**config.mk**
```make
export PLATFORM = sky130hd
export DESIGN_NAME = fetch_sequencer
export DESIGN_NICKNAME = d
export VERILOG_FILES = /design/src/rtl/fetch_sequencer.sv
export SDC_FILE = /design/constraint.sdc
export NUM_CORES = 1
export LEC_CHECK = 0
export ABC_AREA = 1
export CORE_MARGIN = 3
export CORE_UTILIZATION = 30
export CTS_BUF_LIST = sky130_fd_sc_hd__clkbuf_4
export DETAILED_ROUTE_END_ITERATION = 16
export PLACE_DENSITY = 0.67
export SYNTH_ARGS = -nofsm -noshare
export SYNTH_HDL_FRONTEND = slang
export SYNTH_SLANG_ARGS = --single-unit
```
**constraint.sdc**
```tcl
create_clock -name clk -period 5.6 [get_ports clk]
set_input_delay 0.84 -clock clk [delete_from_list [all_inputs] [get_ports clk]]
set_output_delay 0.84 -clock clk [all_outputs]
set_load 0.01 [all_outputs]
```
**src/rtl/fetch_sequencer.sv**
```systemverilog
`default_nettype none
// +--------------------------------------------------------------------------+
// | Module   : fetch_sequencer                                               |
// | Purpose  : IF-stage controller. Owns the PC, addresses the combinational |
// |            instruction memory, captures {PC, Instruction} into a small   |
// |            prefetch FIFO and presents the FIFO head over valid/ready.    |
// |            Handles EX branch redirects and faults on fetches past the    |
// |            end of instruction memory.                                    |
// | Ports    : clk, reset (sync, active-high)                                |
// |            Inst_Address/Instruction   - instruction memory interface     |
// |            Redirect_Valid/Target      - PC change request from EX        |
// |            IF_Valid/ID_Ready          - head handshake toward decode     |
// |            IF_Instruction/IF_PC       - FIFO head contents               |
// |            Fetch_Fault                - FAULT state with FIFO drained    |
// | Config   : FETCH_ALIGN_CHECK_EN - when defined, a misaligned redirect    |
// |            target faults instead of being silently aligned.              |
// | Revision : 1.0 - initial release                                         |
// +--------------------------------------------------------------------------+
module fetch_sequencer #(
   parameter logic [63:0] RESET_PC  = 64'h0,
   parameter int unsigned MEM_BYTES = 16,
   parameter int unsigned DEPTH     = 2
) (
   input  logic        clk,
   input  logic        reset,
   output logic [63:0] Inst_Address,
   input  logic [31:0] Instruction,
   input  logic        Redirect_Valid,
   input  logic [63:0] Redirect_Target,
   output logic        IF_Valid,
   input  logic        ID_Ready,
   output logic [31:0] IF_Instruction,
   output logic [63:0] IF_PC,
   output logic        Fetch_Fault
);

   localparam int unsigned PW = (DEPTH > 1) ? $clog2(DEPTH) : 1;
   localparam int unsigned CW = $clog2(DEPTH + 1);

   localparam logic [CW-1:0] c_DEPTH     = CW'(DEPTH);
   localparam logic [PW-1:0] c_LAST_PTR  = PW'(DEPTH - 1);
   localparam logic [64:0]   c_MEM_LIMIT = 65'(MEM_BYTES);

   localparam logic [0:0] c_ST_RUN   = 1'b0;
   localparam logic [0:0] c_ST_FAULT = 1'b1;

   logic [0:0]    r_state;
   logic [0:0]    w_state_nxt;
   logic [63:0]   r_pc;
   logic [CW-1:0] r_count;
   logic [PW-1:0] r_rd_ptr;
   logic [PW-1:0] r_wr_ptr;
   logic [63:0]   r_fifo_pc   [DEPTH];
   logic [31:0]   r_fifo_inst [DEPTH];

   logic          w_valid;
   logic          w_pop;
   logic          w_push;
   logic          w_room;
   logic          w_pc_legal;
   logic          w_tgt_legal;
   logic          w_redir_ok;
   logic [63:0]   w_redir_pc;

   // Range checks are done 65 bits wide so a PC near 2^64 cannot wrap
   // around into the legal window.
   assign w_pc_legal  = ({1'b0, r_pc} + 65'd3) < c_MEM_LIMIT;
   assign w_tgt_legal = ({1'b0, w_redir_pc} + 65'd3) < c_MEM_LIMIT;

`ifdef FETCH_ALIGN_CHECK_EN
   // Misaligned target is loaded as-is and parks the sequencer in FAULT.
   assign w_redir_pc = Redirect_Target;
   assign w_redir_ok = (Redirect_Target[1:0] == 2'b00) && w_tgt_legal;
`else
   assign w_redir_pc = Redirect_Target & ~64'h3;
   assign w_redir_ok = w_tgt_legal;
`endif

   assign w_valid = (r_count != '0);
   assign w_pop   = w_valid & ID_Ready;
   // A slot frees up either because the FIFO is not full or because the
   // head leaves on this same edge.
   assign w_room  = (r_count < c_DEPTH) | w_pop;
   assign w_push  = (r_state == c_ST_RUN) & w_pc_legal & ~Redirect_Valid & w_room;

   assign Inst_Address = r_pc;

   // ---------------- FSM: state register ----------------
   always_ff @(posedge clk) begin
      if (reset) begin
         r_state <= c_ST_RUN;
      end else begin
         r_state <= w_state_nxt;
      end
   end

   // ---------------- FSM: next-state logic ----------------
   always_comb begin
      w_state_nxt = r_state;
      if (Redirect_Valid) begin
         w_state_nxt = w_redir_ok ? c_ST_RUN : c_ST_FAULT;
      end else if ((r_state == c_ST_RUN) && w_room && !w_pc_legal) begin
         // Fault only when a fetch is actually due; a full FIFO just stalls.
         w_state_nxt = c_ST_FAULT;
      end
   end

   // ---------------- FSM: outputs ----------------
   always_comb begin
      IF_Valid       = w_valid;
      Fetch_Fault    = (r_state == c_ST_FAULT) && !w_valid;
      IF_PC          = '0;
      IF_Instruction = '0;
      if (w_valid) begin
         IF_PC          = r_fifo_pc[r_rd_ptr];
         IF_Instruction = r_fifo_inst[r_rd_ptr];
      end
   end

   // ---------------- PC, pointers and occupancy ----------------
   always_ff @(posedge clk) begin
      if (reset) begin
         r_pc     <= RESET_PC;
         r_count  <= '0;
         r_rd_ptr <= '0;
         r_wr_ptr <= '0;
      end else if (Redirect_Valid) begin
         // Redirect flushes everything, including a head being accepted now.
         r_pc     <= w_redir_pc;
         r_count  <= '0;
         r_rd_ptr <= '0;
         r_wr_ptr <= '0;
      end else begin
         if (w_push) begin
            r_pc     <= r_pc + 64'd4;
            r_wr_ptr <= (r_wr_ptr == c_LAST_PTR) ? '0 : r_wr_ptr + 1'b1;
         end
         if (w_pop) begin
            r_rd_ptr <= (r_rd_ptr == c_LAST_PTR) ? '0 : r_rd_ptr + 1'b1;
         end
         case ({w_push, w_pop})
            2'b10:   r_count <= r_count + 1'b1;
            2'b01:   r_count <= r_count - 1'b1;
            default: r_count <= r_count;
         endcase
      end
   end

   // ---------------- FIFO storage (contents qualified by r_count) ----------------
   always_ff @(posedge clk) begin
      if (w_push) begin
         r_fifo_pc[r_wr_ptr]   <= r_pc;
         r_fifo_inst[r_wr_ptr] <= Instruction;
      end
   end

endmodule
`default_nettype wire

```
==> results_dict.tcl <==
set metrics [dict create \
    outcome "complete, no violations" \
    route.vias.total 7924 \
    pleak_nw 5.00 \
    final_nets 1323 \
    worst_slew_pin_slew_ns 1.08 \
    layout.cell_area.non_filler_sq_mm 0.0139 \
    initial_core_util 0.306 \
    timing.critical_path.slowest_stage_cell "sky130_fd_sc_hd__clkinv_2" \
    worstSetupPathType "reg -> out" \
    slew_headroom 0.282 \
    drtAntennaViolNets 0 \
    cp_cell_sequence "clkinv_2 > buf_4 > nand2_1 > a21oi_1 > clkdlybuf4s50_1" \
    synthesis.area_sq_mm 0.0100 \
    vias_per_cell 4.60 \
    seq_power_share 0.515 \
    die_width_microns 189 \
    utilization 0.425 \
    pwr_density_cell_mw_per_mm2 291 \
    synth.top_cells.by_area "sky130_fd_sc_hd__edfxtp_1 56%, sky130_fd_sc_hd__dfxtp_1 14%, sky130_fd_sc_hd__nand2_1 11%" \
    dpl-instance-area_sq_mm 0.0130 \
    yosys.area.top_type "sky130_fd_sc_hd__edfxtp_1" \
    detailedRoute.firstPassIterationCount 5 \
    tritoncts "yes" \
    clock_tree.buffer_depth 3 \
    timing.setup.tns_ns 0 \
    first_global_vias 8042 \
    clk-insertion-delay-late_ns 0.65 \
    number_of_top_level_pins 262 \
    worstHoldPathCells 0 \
    drive_above_1_share 0.115 \
    layout.cells.most_common "sky130_fd_sc_hd__nand2_1" \
    timing.critical_path.to_type "output pin" \
    die_area_sq_mm 0.0357 \
    p_int_mw 3.15 \
    placeableCoreArea_sq_mm 0.0328 \
    hold_viol 0 \
    cts_post_setup_buffers_inserted 0 \
    crit-reg2reg-launch "Inst_Address[14]$_SDFFE_PP0P_" \
    yosys.cell_types.count 30 \
    routed_wire_length_per_instance_microns 16.9 \
    required_time_of_the_worst_setup_path_ns 4.76 \
    drt-initial-drc-count 368 \
    synth_sequential_area_ratio 0.698 \
    die_h_microns 189 \
    whs_endpoint "r_fifo_pc[1][33]$_DFFE_PP_" \
    post_cts_resized 0 \
    syn_inst 937 \
    syn2layout_area_growth_pct 38.8 \
    total_power_mw 4.06 \
    cts_buffers 71 \
    power.ir.vdd_worst_v 0.000128 \
    rows 66 \
    detailed_place_hpwl_mm 18.9 \
    cp_max_fo 63 \
    slew_violations 0 \
    cell_chosen_for_the_clock_root "sky130_fd_sc_hd__clkbuf_4" \
    cts.reportedPaths.clkPinSlew_ns 0.06 \
    wirelength_mm 29.2 \
    share_clk_of_total_power 0.426 \
    gp_routability_congestion 0.777 \
    fraction_of_power_spent_switching_nets 0.223 \
    yosys_warnings 0 \
    globalRouteTotalUtil 0.160 \
    maximum_achievable_frequency_mhz 224 \
    mostFrequentLayoutCells "296 x sky130_fd_sc_hd__nand2_1, 253 x sky130_fd_sc_hd__clkdlybuf4s50_1, 188 x sky130_fd_sc_hd__edfxtp_1, 157 x sky130_fd_sc_hd__a21oi_1, 100 x sky130_fd_sc_hd__clkbuf_4" \
    grt_first_pass_wirelength_mm 44.8 \
    finalSetupViolCount 0 \
    antenna_found_initial 8 \
    critical_path_buf_inv_count 3 \
    synth_top_area_frac 0.562 \
    clkSinkCount 256 \
    holdCritPathClass "reg -> reg" \
    yosys_register_bits 256 \
    maximum_number_of_pins_on_one_net_before_global_route_repair 64 \
    layout_worst_path_cycle_share 0.796 \
    htree_num_levels 3 \
    power_frac_comb 0.059 \
    portBuffers 255 \
    max_stage_delay_on_crit_path_ns 0.96 \
    setup.reg_to_reg.worst_slack_ns 2.22 \
    power_switching_mw 0.906 \
    clock_skew_ns 0.0452 \
    synth.avg_cell_area_sq_um 10.7 \
    final_period_minus_worst_setup_slack_ns 4.45 \
    r2r_worst_path_depth 8 \
    global_route_congestion_overflow_total 0 \
    critical_path.reg2reg.endpoint "r_fifo_pc[0][10]$_DFFE_PP_" \
    min_from "Inst_Address[33]$_SDFFE_PP0P_" \
    drcViolationCount 0 \
    path_delay_family "buffers and inverters" \
    rsz0062_at_grt "no" \
    worst_setup_path_start_kind "flip-flop" \
    maxCapViolations 0 \
    cts_hold_buffers 0 \
    critPathArrivalTime_ns 3.61 \
]
worst max path at each step:
stage / slack [ns] / depth (start not counted) / end / startpoint
after CTS: 0.94 / 5 / IF_Instruction[22] / flip-flop
after detailed placement: 1.68 / 5 / IF_Instruction[22] / flip-flop
final: 1.15 / 5 / IF_Instruction[11] / flip-flop
after global routing: 0.79 / 5 / IF_PC[7] / flip-flop
after global placement: 1.65 / 5 / IF_PC[12] / flip-flop
after floorplan: 1.27 / 5 / r_fifo_inst[0][0]$_DFFE_PP_ / Redirect_Valid
power by group through the flow:
stage | Sequential [mW] | Clock (mW) | Combinational [mW]
4_1_cts | 2.09 | 1.80 | 0.243
3_5_place_dp | 2.13 | 0 | 0.241
6_report | 2.09 | 1.73 | 0.239
3_3_place_gp | 2.13 | 0 | 0.238
5_1_grt | 2.09 | 1.90 | 0.261
2_1_floorplan | 2.13 | 0 | 0.0780
metrics by stage:
stage               cells  hold slack (ns)  worst slack [ns]
global route         1721            0.498             0.792
CTS                  1716            0.433             0.943
finish               1721            0.502              1.15
detailed placement   1590            0.488              1.68
global placement     1590            0.480              1.65
floorplan             940            0.481              1.27
state kept, by name (all words and copies together) (netlist names), named ones only:
register and cells:
r_rd_ptr 1, r_wr_ptr 1, r_fifo_pc 124, r_state 1, r_fifo_inst 64, r_count 2
Inst_Address 62
Yosys cell counts:
library cell,count
sky130_fd_sc_hd__buf_6,5
sky130_fd_sc_hd__ha_1,2
sky130_fd_sc_hd__buf_1,15
sky130_fd_sc_hd__clkbuf_1,28
sky130_fd_sc_hd__o21ai_2,1
sky130_fd_sc_hd__edfxtp_1,188
sky130_fd_sc_hd__xnor2_1,1
sky130_fd_sc_hd__inv_2,1
sky130_fd_sc_hd__or2_0,2
sky130_fd_sc_hd__nor2_4,2
sky130_fd_sc_hd__a21oi_1,157
sky130_fd_sc_hd__nor3b_1,2
sky130_fd_sc_hd__nor3b_2,1
sky130_fd_sc_hd__nand2_2,1
sky130_fd_sc_hd__nand2_1,296
sky130_fd_sc_hd__nand3_2,8
sky130_fd_sc_hd__o21a_1,2
sky130_fd_sc_hd__buf_4,4
sky130_fd_sc_hd__o21ai_0,3
sky130_fd_sc_hd__inv_1,8
sky130_fd_sc_hd__nor3_1,4
sky130_fd_sc_hd__conb_1,1
sky130_fd_sc_hd__or2_2,1
sky130_fd_sc_hd__nand3_1,41
sky130_fd_sc_hd__buf_2,8
sky130_fd_sc_hd__nand3_4,1
sky130_fd_sc_hd__nand3b_1,1
sky130_fd_sc_hd__dfxtp_1,68
sky130_fd_sc_hd__nand4_1,5
sky130_fd_sc_hd__nor2_1,80
final cells by class:
| cell class | instances | area (sq um) |
|---|---|---|
| diodes | 5 | 12.5 |
| clock buffers | 100 | 751 |
| well taps | 442 | 553 |
| inverters | 9 | 35.0 |
| repair buffers | 268 | 2640 |
| multi-input cells | 615 | 2740 |
| flip-flops and latches | 256 | 7010 |
| clock inverters | 26 | 190 |
| fillers | 3134 | 18800 |
layer usage:
layer / global-route usage / share of wire / up-vias
li1: - / - / 3829
met1: 0.191 / 0.40 / 3720
met2: 0.265 / 0.48 / 302
met3: 0.0531 / 0.083 / 67
met4: 0.0710 / 0.032 / 6
met5: 0 / 0.0017 / -
cells by family after synthesis:
kind of cell    Yosys count  share of synthesized area
fa+ha+maj                 2                    0.00249
buf+inv                  69                     0.0320
simple gates            445                      0.184
compound gates          163                     0.0821
other cells               1                   0.000374
flops                   256                      0.698
xor+xnor                  1                   0.000873
Power figures use the tool's default switching activity.
==> variant, RTL diff (config.mk and constraints unchanged) <==
Add a define of `FETCH_ALIGN_CHECK_EN`.
--- a/src/rtl/fetch_sequencer.sv
+++ b/src/rtl/fetch_sequencer.sv
@@ -16,6 +16,8 @@
 // |            target faults instead of being silently aligned.              |
 // | Revision : 1.0 - initial release                                         |
 // +--------------------------------------------------------------------------+
+`define FETCH_ALIGN_CHECK_EN
+
 module fetch_sequencer #(
    parameter logic [63:0] RESET_PC  = 64'h0,
    parameter int unsigned MEM_BYTES = 16,
Formal check against the unedited RTL: not equivalent (Yosys sat finds a counterexample within 4 cycles, from zero or initial values and one cycle with reset high).
==> variant against the unedited design <==
  * Via count is 74% higher
  * Clock power rose by 5%
  * Sequential cell count grew 6
  * Largest power group unchanged
  * Total power rose by 8.0%
  * Design area grew 33%
  * Synthesized cell count is 99% higher
  * Area after synthesis increased by 43%
  * Wire length rose by 85%
  * Worst setup slack got worse by 0.17 ns
==> variant: results <==
[worst_setup_path]
reg2reg_from = "Inst_Address[13]"
r2r_slack_ns = 0.98
crit_path_end = "r_fifo_pc[1][41]"
worstPathArrival_ns = 5.01
reg2regPathDepth = 17
crit_path_max_fanout = 34

[final_layout]
n_all_buffers = 274
clkCellAreaFrac_pct = 5.15
final-nonclk-buf-share_pct = 14.8
drive_above_1_share_pct = 8.28
multi_input_area_share_pct = 34.5
seq_share_pct = 38.6
multi_input_gates = 1402
area_growth_pct = 29.4
nets = 2250
fillCellCount = 4869
antenna_cells = 4
largest_reg_flops = 128

[timing]
fin_skew_ns = 0.0500

[clock_tree]
clk_latency_ns = 0.74
numClockSinks = 262
cts-buffers-inserted = 67

[placed_design]
place_area_sq_mm = 0.0176
routabilityCongestion = 0.940
numPortBuffers = 261

[power]
cellLeakagePower_nw = 6.74
peakVddDrop_mv = 0.0948

[yosys]
ys_top_cells_by_area = "edfxtp_1 (40%), nand2_1 (17%), dfxtp_1 (9.8%)"
synth-edff-count = 192
syn_avg_cell_area_sq_um = 7.70
seq_area_frac_synth_pct = 49.9

[route]
wl_microns = 53900
vias = 13800

[global_route]
grt_max_degree = 97
grt_use_total_pct = 20.8
antenna_found_initial = 3

[min_path]
holdPathEnd = "r_fifo_pc[0][1]"

[status]
status = "finished clean"
[variant: logic make-up after synthesis]
kind of cell,share of synthesized area [%]
AND/OR/NAND/NOR,34.5
flip-flops,49.9
buffers and inverters,5.62
AO/OA/AOI/OAI,7.18
XOR/XNOR,2.68
adder cells (fa/ha/maj),0.174
[variant: through the flow]
step / power [mW] / setup WS, ns / utilization (%) / std cells / hold WS (ns)
floorplan: 2.35 / 0.522 / - / 1867 / 0.477
global placement: 2.61 / 1.06 / 37.5 / 2686 / 0.482
detailed placement: 2.61 / 1.07 / 37.5 / 2686 / 0.490
CTS: 4.45 / 1.00 / 39.6 / 2805 / 0.489
global route: 4.60 / 0.561 / 39.6 / 2808 / 0.528
finish: 4.38 / 0.979 / 39.6 / 2809 / 0.510
[variant: worst max-delay path, cell delays in order, from the launching register on]
cell and delay, ns:
dfxtp_1 0.63, nand2_1 0.18, nor2_1 0.22, nand2_1 0.08, nor2_1 0.57, nand2_1 0.15
nand2_1 0.11, nand2_1 0.06, inv_1 0.05, nand2_1 0.04, nor2_1 0.10, nand2_1 0.07
nor2_1 0.10, nand2_1 0.05, nor2_1 0.15, nand3_2 0.47, nor2_4 0.93, buf_12 0.30
[variant: power by group]
part	switching [mW]	internal (mW)	leakage (nW)
clock network	0.768	1.05	0.560
logic	0.211	0.168	3.90
registers	0.0861	2.10	2.29
total	1.07	3.32	6.74
[variant: routing by layer]
| layer | vias up | track usage, % | share of wire, % | wire, microns |
|---|---|---|---|---|
| met5 | - | 0 | 0.017 | 9 |
| met4 | 2 | 5.68 | 1.6 | 875 |
| met3 | 62 | 3.93 | 6.9 | 3710 |
| met2 | 484 | 34.8 | 48 | 25700 |
| met1 | 6483 | 27.7 | 44 | 23600 |
| li1 | 6769 | - | - | - |
